[src/rtl/ntt_bus_pkg.sv]
`default_nettype none
// ============================================================================
// Module      : ntt_bus_pkg
// Description : Shared widths and types for the NTT engine DMA bus and the
//               shared-memory arbiter behind it.
// Revision    : 1.0 - initial release
// ============================================================================
package ntt_bus_pkg;

  localparam int ADDR_W          = 48;
  localparam int DATA_W          = 64;
  localparam int WORD_BYTES      = 8;
  localparam int N_CORES         = 4;
  localparam int ID_W            = $clog2(N_CORES);
  localparam int MAX_OUTSTANDING = 16;

  // Index of an engine requester on the shared bus.
  typedef logic [ID_W-1:0] req_id_t;

endpackage
`default_nettype wire

[src/rtl/dma_rr_arbiter_if.sv]
`default_nettype none
// ============================================================================
// Module      : dma_rr_arbiter_if
// Description : Core-side request/response bus plus the in-order memory port
//               of the shared-memory arbiter.
// Revision    : 1.0 - initial release
// ============================================================================
interface dma_rr_arbiter_if #(
  parameter int N_CORES         = ntt_bus_pkg::N_CORES,
  parameter int ID_W            = ntt_bus_pkg::ID_W,
  parameter int ADDR_W          = ntt_bus_pkg::ADDR_W,
  parameter int DATA_W          = ntt_bus_pkg::DATA_W,
  parameter int MAX_OUTSTANDING = ntt_bus_pkg::MAX_OUTSTANDING
);

  localparam int c_OUT_W = ID_W + $clog2(MAX_OUTSTANDING) + 1;

  // Engine side
  logic [N_CORES-1:0]        core_req;
  logic [N_CORES-1:0]        core_we;
  logic [N_CORES*ADDR_W-1:0] core_addr;
  logic [N_CORES*DATA_W-1:0] core_wdata;
  logic [N_CORES-1:0]        core_gnt;
  logic [N_CORES-1:0]        core_valid;
  logic [DATA_W-1:0]         core_rdata;

  // Memory side
  logic                      mem_req;
  logic                      mem_we;
  logic [ADDR_W-1:0]         mem_addr;
  logic [DATA_W-1:0]         mem_wdata;
  logic                      mem_ready;
  logic                      mem_rvalid;
  logic [DATA_W-1:0]         mem_rdata;

  // Status
  logic                      err_unexpected_rsp;
  logic [c_OUT_W-1:0]        outstanding;

  // Arbiter view
  modport master (
    input  core_req, core_we, core_addr, core_wdata,
    input  mem_ready, mem_rvalid, mem_rdata,
    output core_gnt, core_valid, core_rdata,
    output mem_req, mem_we, mem_addr, mem_wdata,
    output err_unexpected_rsp, outstanding
  );

  // Engines-plus-memory view
  modport slave (
    output core_req, core_we, core_addr, core_wdata,
    output mem_ready, mem_rvalid, mem_rdata,
    input  core_gnt, core_valid, core_rdata,
    input  mem_req, mem_we, mem_addr, mem_wdata,
    input  err_unexpected_rsp, outstanding
  );

endinterface
`default_nettype wire

[src/rtl/rr_tag_fifo.sv]
`default_nettype none
// ============================================================================
// Module      : rr_tag_fifo
// Description : Synchronous FIFO of requester ids, one entry per read that
//               is still waiting for its memory response.
// Revision    : 1.0 - initial release
// ============================================================================
module rr_tag_fifo
  import ntt_bus_pkg::*;
#(
  parameter int WIDTH = ID_W,
  parameter int DEPTH = MAX_OUTSTANDING
) (
  input  wire logic                     clk,
  input  wire logic                     rst,
  input  wire logic                     push,
  input  wire logic [WIDTH-1:0]         push_data,
  input  wire logic                     pop,
  output      logic [WIDTH-1:0]         pop_data,
  output      logic                     full,
  output      logic                     empty,
  output      logic [$clog2(DEPTH):0]   count
);

  localparam int                c_AW   = $clog2(DEPTH);
  localparam logic [c_AW:0]     c_FULL = (c_AW+1)'(DEPTH);

  logic [WIDTH-1:0] r_mem [DEPTH];
  logic [c_AW-1:0]  r_wr_ptr;
  logic [c_AW-1:0]  r_rd_ptr;
  logic [c_AW:0]    r_count;
  logic             w_push;
  logic             w_pop;

  // A push at full is only taken when a pop frees the head slot that cycle.
  assign w_push = push & (~full | pop);
  assign w_pop  = pop & ~empty;

  // Entry storage; contents need no reset because count gates visibility.
  always_ff @(posedge clk) begin
    if (w_push) r_mem[r_wr_ptr] <= push_data;
  end

  // Pointers wrap naturally; count carries one extra bit to tell full from empty.
  always_ff @(posedge clk or posedge rst) begin
    if (rst) begin
      r_wr_ptr <= '0;
      r_rd_ptr <= '0;
      r_count  <= '0;
    end else begin
      if (w_push) r_wr_ptr <= r_wr_ptr + 1'b1;
      if (w_pop)  r_rd_ptr <= r_rd_ptr + 1'b1;
      case ({w_push, w_pop})
        2'b10:   r_count <= r_count + 1'b1;
        2'b01:   r_count <= r_count - 1'b1;
        default: r_count <= r_count;
      endcase
    end
  end

  assign pop_data = r_mem[r_rd_ptr];
  assign full     = (r_count == c_FULL);
  assign empty    = (r_count == '0);
  assign count    = r_count;

endmodule
`default_nettype wire

[src/rtl/dma_rr_arbiter.sv]
`default_nettype none
// ============================================================================
// Module      : dma_rr_arbiter
// Description : Round-robin arbiter from N engine DMA requesters onto one
//               in-order memory port, routing read responses back by tag.
// Revision    : 1.0 - initial release
// ============================================================================
module dma_rr_arbiter #(
  parameter int N_CORES         = ntt_bus_pkg::N_CORES,
  parameter int ID_W            = ntt_bus_pkg::ID_W,
  parameter int ADDR_W          = ntt_bus_pkg::ADDR_W,
  parameter int DATA_W          = ntt_bus_pkg::DATA_W,
  parameter int MAX_OUTSTANDING = ntt_bus_pkg::MAX_OUTSTANDING
) (
  input  wire logic         clk,
  input  wire logic         rst,
  dma_rr_arbiter_if.master  bus
);

  localparam int c_CNT_W = $clog2(MAX_OUTSTANDING) + 1;
  localparam int c_OUT_W = ID_W + c_CNT_W;

  logic [N_CORES-1:0] w_elig;
  logic [N_CORES-1:0] w_gnt;
  logic [ID_W-1:0]    w_cand [N_CORES];
  logic [ID_W-1:0]    w_sel;
  logic [ID_W-1:0]    w_head;
  logic [ID_W-1:0]    r_ptr;
  logic               w_found;
  logic               w_accept;
  logic               w_push;
  logic               w_pop;
  logic               w_full;
  logic               w_empty;
  logic [c_CNT_W-1:0] w_count;
  logic [N_CORES-1:0] r_core_valid;
  logic [DATA_W-1:0]  r_core_rdata;
  logic               r_err;

  // Reads are masked once every tag slot is in use; writes are never tracked.
  // Nothing is presented or granted while reset is held.
  assign w_elig = rst ? '0 : (bus.core_req & (bus.core_we | {N_CORES{~w_full}}));

  // Scan order starts just after the most recently granted requester.
  for (genvar k = 0; k < N_CORES; k++) begin : g_cand
    assign w_cand[k] = ID_W'((int'(r_ptr) + k + 1) % N_CORES);
  end

  // First eligible requester in rotating priority order.
  always_comb begin
    w_found = 1'b0;
    w_sel   = '0;
    for (int k = 0; k < N_CORES; k++) begin
      if (!w_found && w_elig[w_cand[k]]) begin
        w_found = 1'b1;
        w_sel   = w_cand[k];
      end
    end
  end

  // Forward the selected requester's transaction; idle bus reads as zero.
  always_comb begin
    bus.mem_we    = 1'b0;
    bus.mem_addr  = '0;
    bus.mem_wdata = '0;
    if (w_found) begin
      bus.mem_we    = bus.core_we[w_sel];
      bus.mem_addr  = bus.core_addr[int'(w_sel)*ADDR_W +: ADDR_W];
      bus.mem_wdata = bus.core_wdata[int'(w_sel)*DATA_W +: DATA_W];
    end
  end

  assign bus.mem_req  = w_found;
  assign w_accept     = w_found & bus.mem_ready;
  assign w_gnt        = w_accept ? (N_CORES'(1) << w_sel) : '0;
  assign bus.core_gnt = w_gnt;
  assign w_push       = w_accept & ~bus.mem_we;
  assign w_pop        = bus.mem_rvalid & ~w_empty;

  // Round-robin pointer only moves on an accepted transaction.
  always_ff @(posedge clk or posedge rst) begin
    if (rst)           r_ptr <= ID_W'(N_CORES - 1);
    else if (w_accept) r_ptr <= w_sel;
  end

  // Ids of issued reads, popped in memory-response order.
  rr_tag_fifo #(
    .WIDTH (ID_W),
    .DEPTH (MAX_OUTSTANDING)
  ) u_tag_fifo (
    .clk       (clk),
    .rst       (rst),
    .push      (w_push),
    .push_data (w_sel),
    .pop       (w_pop),
    .pop_data  (w_head),
    .full      (w_full),
    .empty     (w_empty),
    .count     (w_count)
  );

  // Registered response strobe to the owning core; data holds between responses.
  always_ff @(posedge clk or posedge rst) begin
    if (rst) begin
      r_core_valid <= '0;
      r_core_rdata <= '0;
    end else begin
      r_core_valid <= w_pop ? (N_CORES'(1) << w_head) : '0;
      if (w_pop) r_core_rdata <= bus.mem_rdata;
    end
  end

  // Sticky flag for a response that has no matching outstanding read.
  always_ff @(posedge clk or posedge rst) begin
    if (rst)                                r_err <= 1'b0;
    else if (bus.mem_rvalid && w_empty)     r_err <= 1'b1;
  end

  assign bus.core_valid         = r_core_valid;
  assign bus.core_rdata         = r_core_rdata;
  assign bus.err_unexpected_rsp = r_err;
  assign bus.outstanding        = c_OUT_W'(w_count);

endmodule
`default_nettype wire

[src/flat_wrapper.sv]
// flat-port wrapper written by rule: the top's interface ports become plain ports
module dma_rr_arbiter_flat 
#(
  parameter int N_CORES         = ntt_bus_pkg::N_CORES,
  parameter int ID_W            = ntt_bus_pkg::ID_W,
  parameter int ADDR_W          = ntt_bus_pkg::ADDR_W,
  parameter int DATA_W          = ntt_bus_pkg::DATA_W,
  parameter int MAX_OUTSTANDING = ntt_bus_pkg::MAX_OUTSTANDING
)
  (clk, rst, bus_core_req, bus_core_we, bus_core_addr, bus_core_wdata, bus_mem_ready, bus_mem_rvalid, bus_mem_rdata, bus_core_gnt, bus_core_valid, bus_core_rdata, bus_mem_req, bus_mem_we, bus_mem_addr, bus_mem_wdata, bus_err_unexpected_rsp, bus_outstanding);
  dma_rr_arbiter_if #(.N_CORES(N_CORES), .ID_W(ID_W), .ADDR_W(ADDR_W), .DATA_W(DATA_W), .MAX_OUTSTANDING(MAX_OUTSTANDING)) bus_i ();
  input  wire logic clk;
  input  wire logic rst;
  input wire logic [$bits(bus_i.core_req)-1:0] bus_core_req;
  input wire logic [$bits(bus_i.core_we)-1:0] bus_core_we;
  input wire logic [$bits(bus_i.core_addr)-1:0] bus_core_addr;
  input wire logic [$bits(bus_i.core_wdata)-1:0] bus_core_wdata;
  input wire logic [$bits(bus_i.mem_ready)-1:0] bus_mem_ready;
  input wire logic [$bits(bus_i.mem_rvalid)-1:0] bus_mem_rvalid;
  input wire logic [$bits(bus_i.mem_rdata)-1:0] bus_mem_rdata;
  output wire logic [$bits(bus_i.core_gnt)-1:0] bus_core_gnt;
  output wire logic [$bits(bus_i.core_valid)-1:0] bus_core_valid;
  output wire logic [$bits(bus_i.core_rdata)-1:0] bus_core_rdata;
  output wire logic [$bits(bus_i.mem_req)-1:0] bus_mem_req;
  output wire logic [$bits(bus_i.mem_we)-1:0] bus_mem_we;
  output wire logic [$bits(bus_i.mem_addr)-1:0] bus_mem_addr;
  output wire logic [$bits(bus_i.mem_wdata)-1:0] bus_mem_wdata;
  output wire logic [$bits(bus_i.err_unexpected_rsp)-1:0] bus_err_unexpected_rsp;
  output wire logic [$bits(bus_i.outstanding)-1:0] bus_outstanding;
  assign bus_i.core_req = bus_core_req;
  assign bus_i.core_we = bus_core_we;
  assign bus_i.core_addr = bus_core_addr;
  assign bus_i.core_wdata = bus_core_wdata;
  assign bus_i.mem_ready = bus_mem_ready;
  assign bus_i.mem_rvalid = bus_mem_rvalid;
  assign bus_i.mem_rdata = bus_mem_rdata;
  assign bus_core_gnt = bus_i.core_gnt;
  assign bus_core_valid = bus_i.core_valid;
  assign bus_core_rdata = bus_i.core_rdata;
  assign bus_mem_req = bus_i.mem_req;
  assign bus_mem_we = bus_i.mem_we;
  assign bus_mem_addr = bus_i.mem_addr;
  assign bus_mem_wdata = bus_i.mem_wdata;
  assign bus_err_unexpected_rsp = bus_i.err_unexpected_rsp;
  assign bus_outstanding = bus_i.outstanding;
  dma_rr_arbiter #(.N_CORES(N_CORES), .ID_W(ID_W), .ADDR_W(ADDR_W), .DATA_W(DATA_W), .MAX_OUTSTANDING(MAX_OUTSTANDING)) u_core (.clk(clk), .rst(rst), .bus(bus_i));
endmodule
[config.mk]
export PLATFORM = sky130hd
export DESIGN_NAME = dma_rr_arbiter_flat
export DESIGN_NICKNAME = d
export VERILOG_FILES = /design/src/rtl/ntt_bus_pkg.sv /design/src/rtl/dma_rr_arbiter_if.sv /design/src/rtl/rr_tag_fifo.sv /design/src/rtl/dma_rr_arbiter.sv /design/src/flat_wrapper.sv
export SDC_FILE = /design/constraint.sdc
export NUM_CORES = 1
export LEC_CHECK = 0
export ABC_AREA = 1
export CAP_MARGIN = 10
export CORE_AREA = 2 2 282 284
export CTS_CLUSTER_SIZE = 20
export DETAILED_ROUTE_END_ITERATION = 8
export DIE_AREA = 0 0 284 286
export HOLD_SLACK_MARGIN = 0.1
export PLACE_DENSITY_LB_ADDON = 0.12
export SLEW_MARGIN = 40
export SYNTH_ARGS = -nofsm -noshare
export SYNTH_HDL_FRONTEND = slang
export SYNTH_SLANG_ARGS = --single-unit
[constraint.sdc]
create_clock -name clk -period 5.4 [get_ports clk]
set_clock_uncertainty 0.05 [all_clocks]
set_input_delay 1.08 -clock clk [delete_from_list [all_inputs] [get_ports clk]]
set_output_delay 1.08 -clock clk [all_outputs]
set_load 0.05 [all_outputs]
==> qor.txt <==
status = finished clean
Maximum Capacitance Violations = 0
top cells by count, synth = nand2_1 (1,153), a21oi_1 (116), dfrtp_1 (82)
CP endpoint kind = primary output
total number of vias = 13.3k
Met1 Wirelength = 28,100 um
fill count = 8,833
WL final = 71,300 um
setup violators final = 0
Ys Warns = 0
GRT Util Overall = 0.168
max_slew headroom = 0.491
final hold slack = 0.426 ns
grt ovf = 0
fmax = 190 MHz
Worst-Skew Late Latency = 0.41 ns
CTS sink cnt = 116
post-synthesis cell area = 9560 um2
CTS root buf = clkbuf_16
r2r endpoint = u_core.u_tag_fifo.count[4]
CP Data Arrival Time = 4.13 ns
1st-iter DRT viols = 665
dpl hpwl = 59,800 um
post-route ant nets = 0
Yosys cell types = 35
Layout area overhead = 107%
routed wl met3 = 5430 um
area taken by flip-flops and latches = 3070 um2
DR pass1 iterations = 6
Via density = 3.86
RSZ-0062 raised after global routing = false
# nets final = 2,903
largest cells by area after synthesis = nand2_1 (45%), dfrtp_1 (21%), edfxtp_1 (10%)
H-tree depth = 4
footprint of the multi-input gates = 5860 um2
FF-to-FF Start = u_core.u_tag_fifo.count[2]
final RePlAce weighted congestion = 0.938
Chip Width = 284 um
die height = 286 um
crit path from = bus_core_we[0]
measured slew at the worst slew-check pin = 0.764 ns
Post-synth EDFFs = 32
Reg2Reg Setup Slack = 1.30 ns
hold crit path type = flip-flop to flip-flop
vias in the first global route = 13.6k
most common cell in the netlist = nand2_1
initial core utilization = 0.122
Max Used Layer = met5
first-pass GRT wire length = 99,100 um
largest net degree at the start of global routing = 71
Hold-fix buffers, CTS = 0
CP max FO = 39
Yosys top cell area share = 0.453
worst setup path endpoint = bus_mem_wdata[42]
Reg clk slew, reported paths = 0.05 ns
num rows = 103
Yosys reg bits = 116
worst endpoint required time = 4.27 ns
final hold viol count = 0
initial antenna violation count = 29
Synth area leader = nand2_1
Tmin final = 5.26 ns
# IOs = 718
ys flop type = dfrtp_1
core area = 78,400 um2
Mean Syn Cell Area = 5.69 um2
Slew Limit Fails = 0
Mapped Cells = 1,680
Buffers on Ports = 715
startpoint types = input pin
# DRC = 0
Avg WL per Cell = 20.8 um
die area = 81,200 um2
CTS tree = done
register area share after synthesis = 0.321
async set-or-reset flop fraction in the synthesized netlist = 0.724
CP Class = input pin to primary output
Clock Tree Buf Depth = 2
post-route clock period utilization = 0.975
worst r2r path cells = 22
routed wl met2 = 36,500 um
CTS Buf Count = 17
layout cells sized above 1 = 0.102
[placed cells by master (no fill, tap or decap), drive strengths merged]
cell type         n
clkbuf           18
nor2             50
clkinv            7
o21ai            15
o21bai            1
xnor2             3
a21oi           117
or2               1
conb              2
dfrtp            82
o22ai             2
o221ai            5
xor2              8
nand4            11
diode             4
nand2          1157
nand3            25
clkdlybuf4s50   596
buf             185
ha                9
dlygate4sd2       1
o211ai            2
clkinvlp          5
dfstp             2
nor3              5
dlymetal6s2s      1
edfxtp           32
nand3b            1
o32ai             1
mux2i             5
inv              34
[sequential cells by signal, summed over array words and instances (netlist names)]
register	flops
u_core.u_tag_fifo.r_wr_ptr	4
u_core.bus.err_unexpected_rsp	1
u_core.u_tag_fifo.count	5
u_core.u_tag_fifo.r_mem	32
u_core.r_ptr	2
u_core.bus.core_rdata	64
u_core.u_tag_fifo.r_rd_ptr	4
u_core.bus.core_valid	4
[cell families (layout without fill, tap and decap cells)]
| family | after synthesis | in the layout | share of synthesized area |
|---|---|---|---|
| multiplexers | 5 | 5 | 0.00524 |
| AO/OA/AOI/OAI | 143 | 143 | 0.0787 |
| other | 1 | 6 | 0.000392 |
| AND/OR/NAND/NOR | 1250 | 1250 | 0.500 |
| adder cells (fa/ha/maj) | 9 | 9 | 0.0118 |
| flip-flops | 116 | 116 | 0.321 |
| XOR/XNOR | 11 | 11 | 0.0109 |
| buffers and inverters | 145 | 847 | 0.0720 |
[worst min path at each step]
stage / depth (start not counted) / endpoint / slack, ns / from
2_1_floorplan: 2 / u_core.u_tag_fifo.r_wr_ptr[3] / 0.46 / u_core.u_tag_fifo.r_wr_ptr[3]
3_3_place_gp: 2 / u_core.bus.core_rdata[62] / 0.41 / u_core.bus.core_rdata[62]
3_5_place_dp: 2 / u_core.bus.core_rdata[49] / 0.41 / u_core.bus.core_rdata[49]
4_1_cts: 2 / u_core.bus.core_rdata[59] / 0.43 / u_core.bus.core_rdata[59]
5_1_grt: 2 / u_core.bus.core_rdata[35] / 0.45 / u_core.bus.core_rdata[35]
6_report: 2 / u_core.bus.core_rdata[7] / 0.43 / u_core.bus.core_rdata[7]
[critical path, stage by stage]
cell and delay, ns:
clkdlybuf4s50_1 0.64, inv_1 0.07, nand4_1 0.13, nand3_1 0.12
nand3_1 0.12, nand2_2 0.09, nor2_1 0.17, nor2_1 0.07
nand2_2 0.14, nand2_8 0.13, clkinv_8 0.16, buf_12 0.22
nand2_1 0.10, nand2_1 0.08, nand2_1 0.07, a21oi_1 0.33
buf_4 0.21, buf_12 0.13
[layer usage]
layer | global-route usage | vias up
met4 | 0.0313 | 32
met5 | 0 | -
met2 | 0.305 | 511
met3 | 0.0517 | 88
met1 | 0.194 | 6073
li1 | - | 6563
[metrics by stage]
| stage | cell area, um2 | util | cells | setup TNS (ns) | setup slack [ns] |
|---|---|---|---|---|---|
| after detailed placement | 19200 | 0.245 | 3401 | -0.0888 | -0.0888 |
| final | 19800 | 0.253 | 3437 | 0 | 0.136 |
| after CTS | 19800 | 0.252 | 3433 | 0 | 0.0625 |
| after global placement | 19200 | 0.245 | 3401 | -0.0541 | -0.0541 |
| after global routing | 19800 | 0.253 | 3437 | 0 | 0.0162 |
| after floorplan | 9560 | - | 1681 | 0 | 0.784 |
[area by class of cell]
cell class                 instances  share of cell area
antenna                            4            0.000505
multi-input combinational       1420               0.296
tap                             1050              0.0663
inverter                          32             0.00701
timing repair buffer             783               0.449
clock buffer                      18              0.0217
clock inverter                    14             0.00524
sequential                       116               0.155
[what timing repair did]
action	CTS	global route
setup endpoints to repair	2	17
setup buffers	0	0
resized for setup	2	10
Power is left out: the tool's default activity adds up to more than one toggle a clock period on the data nets, which glitch-free logic cannot reach.
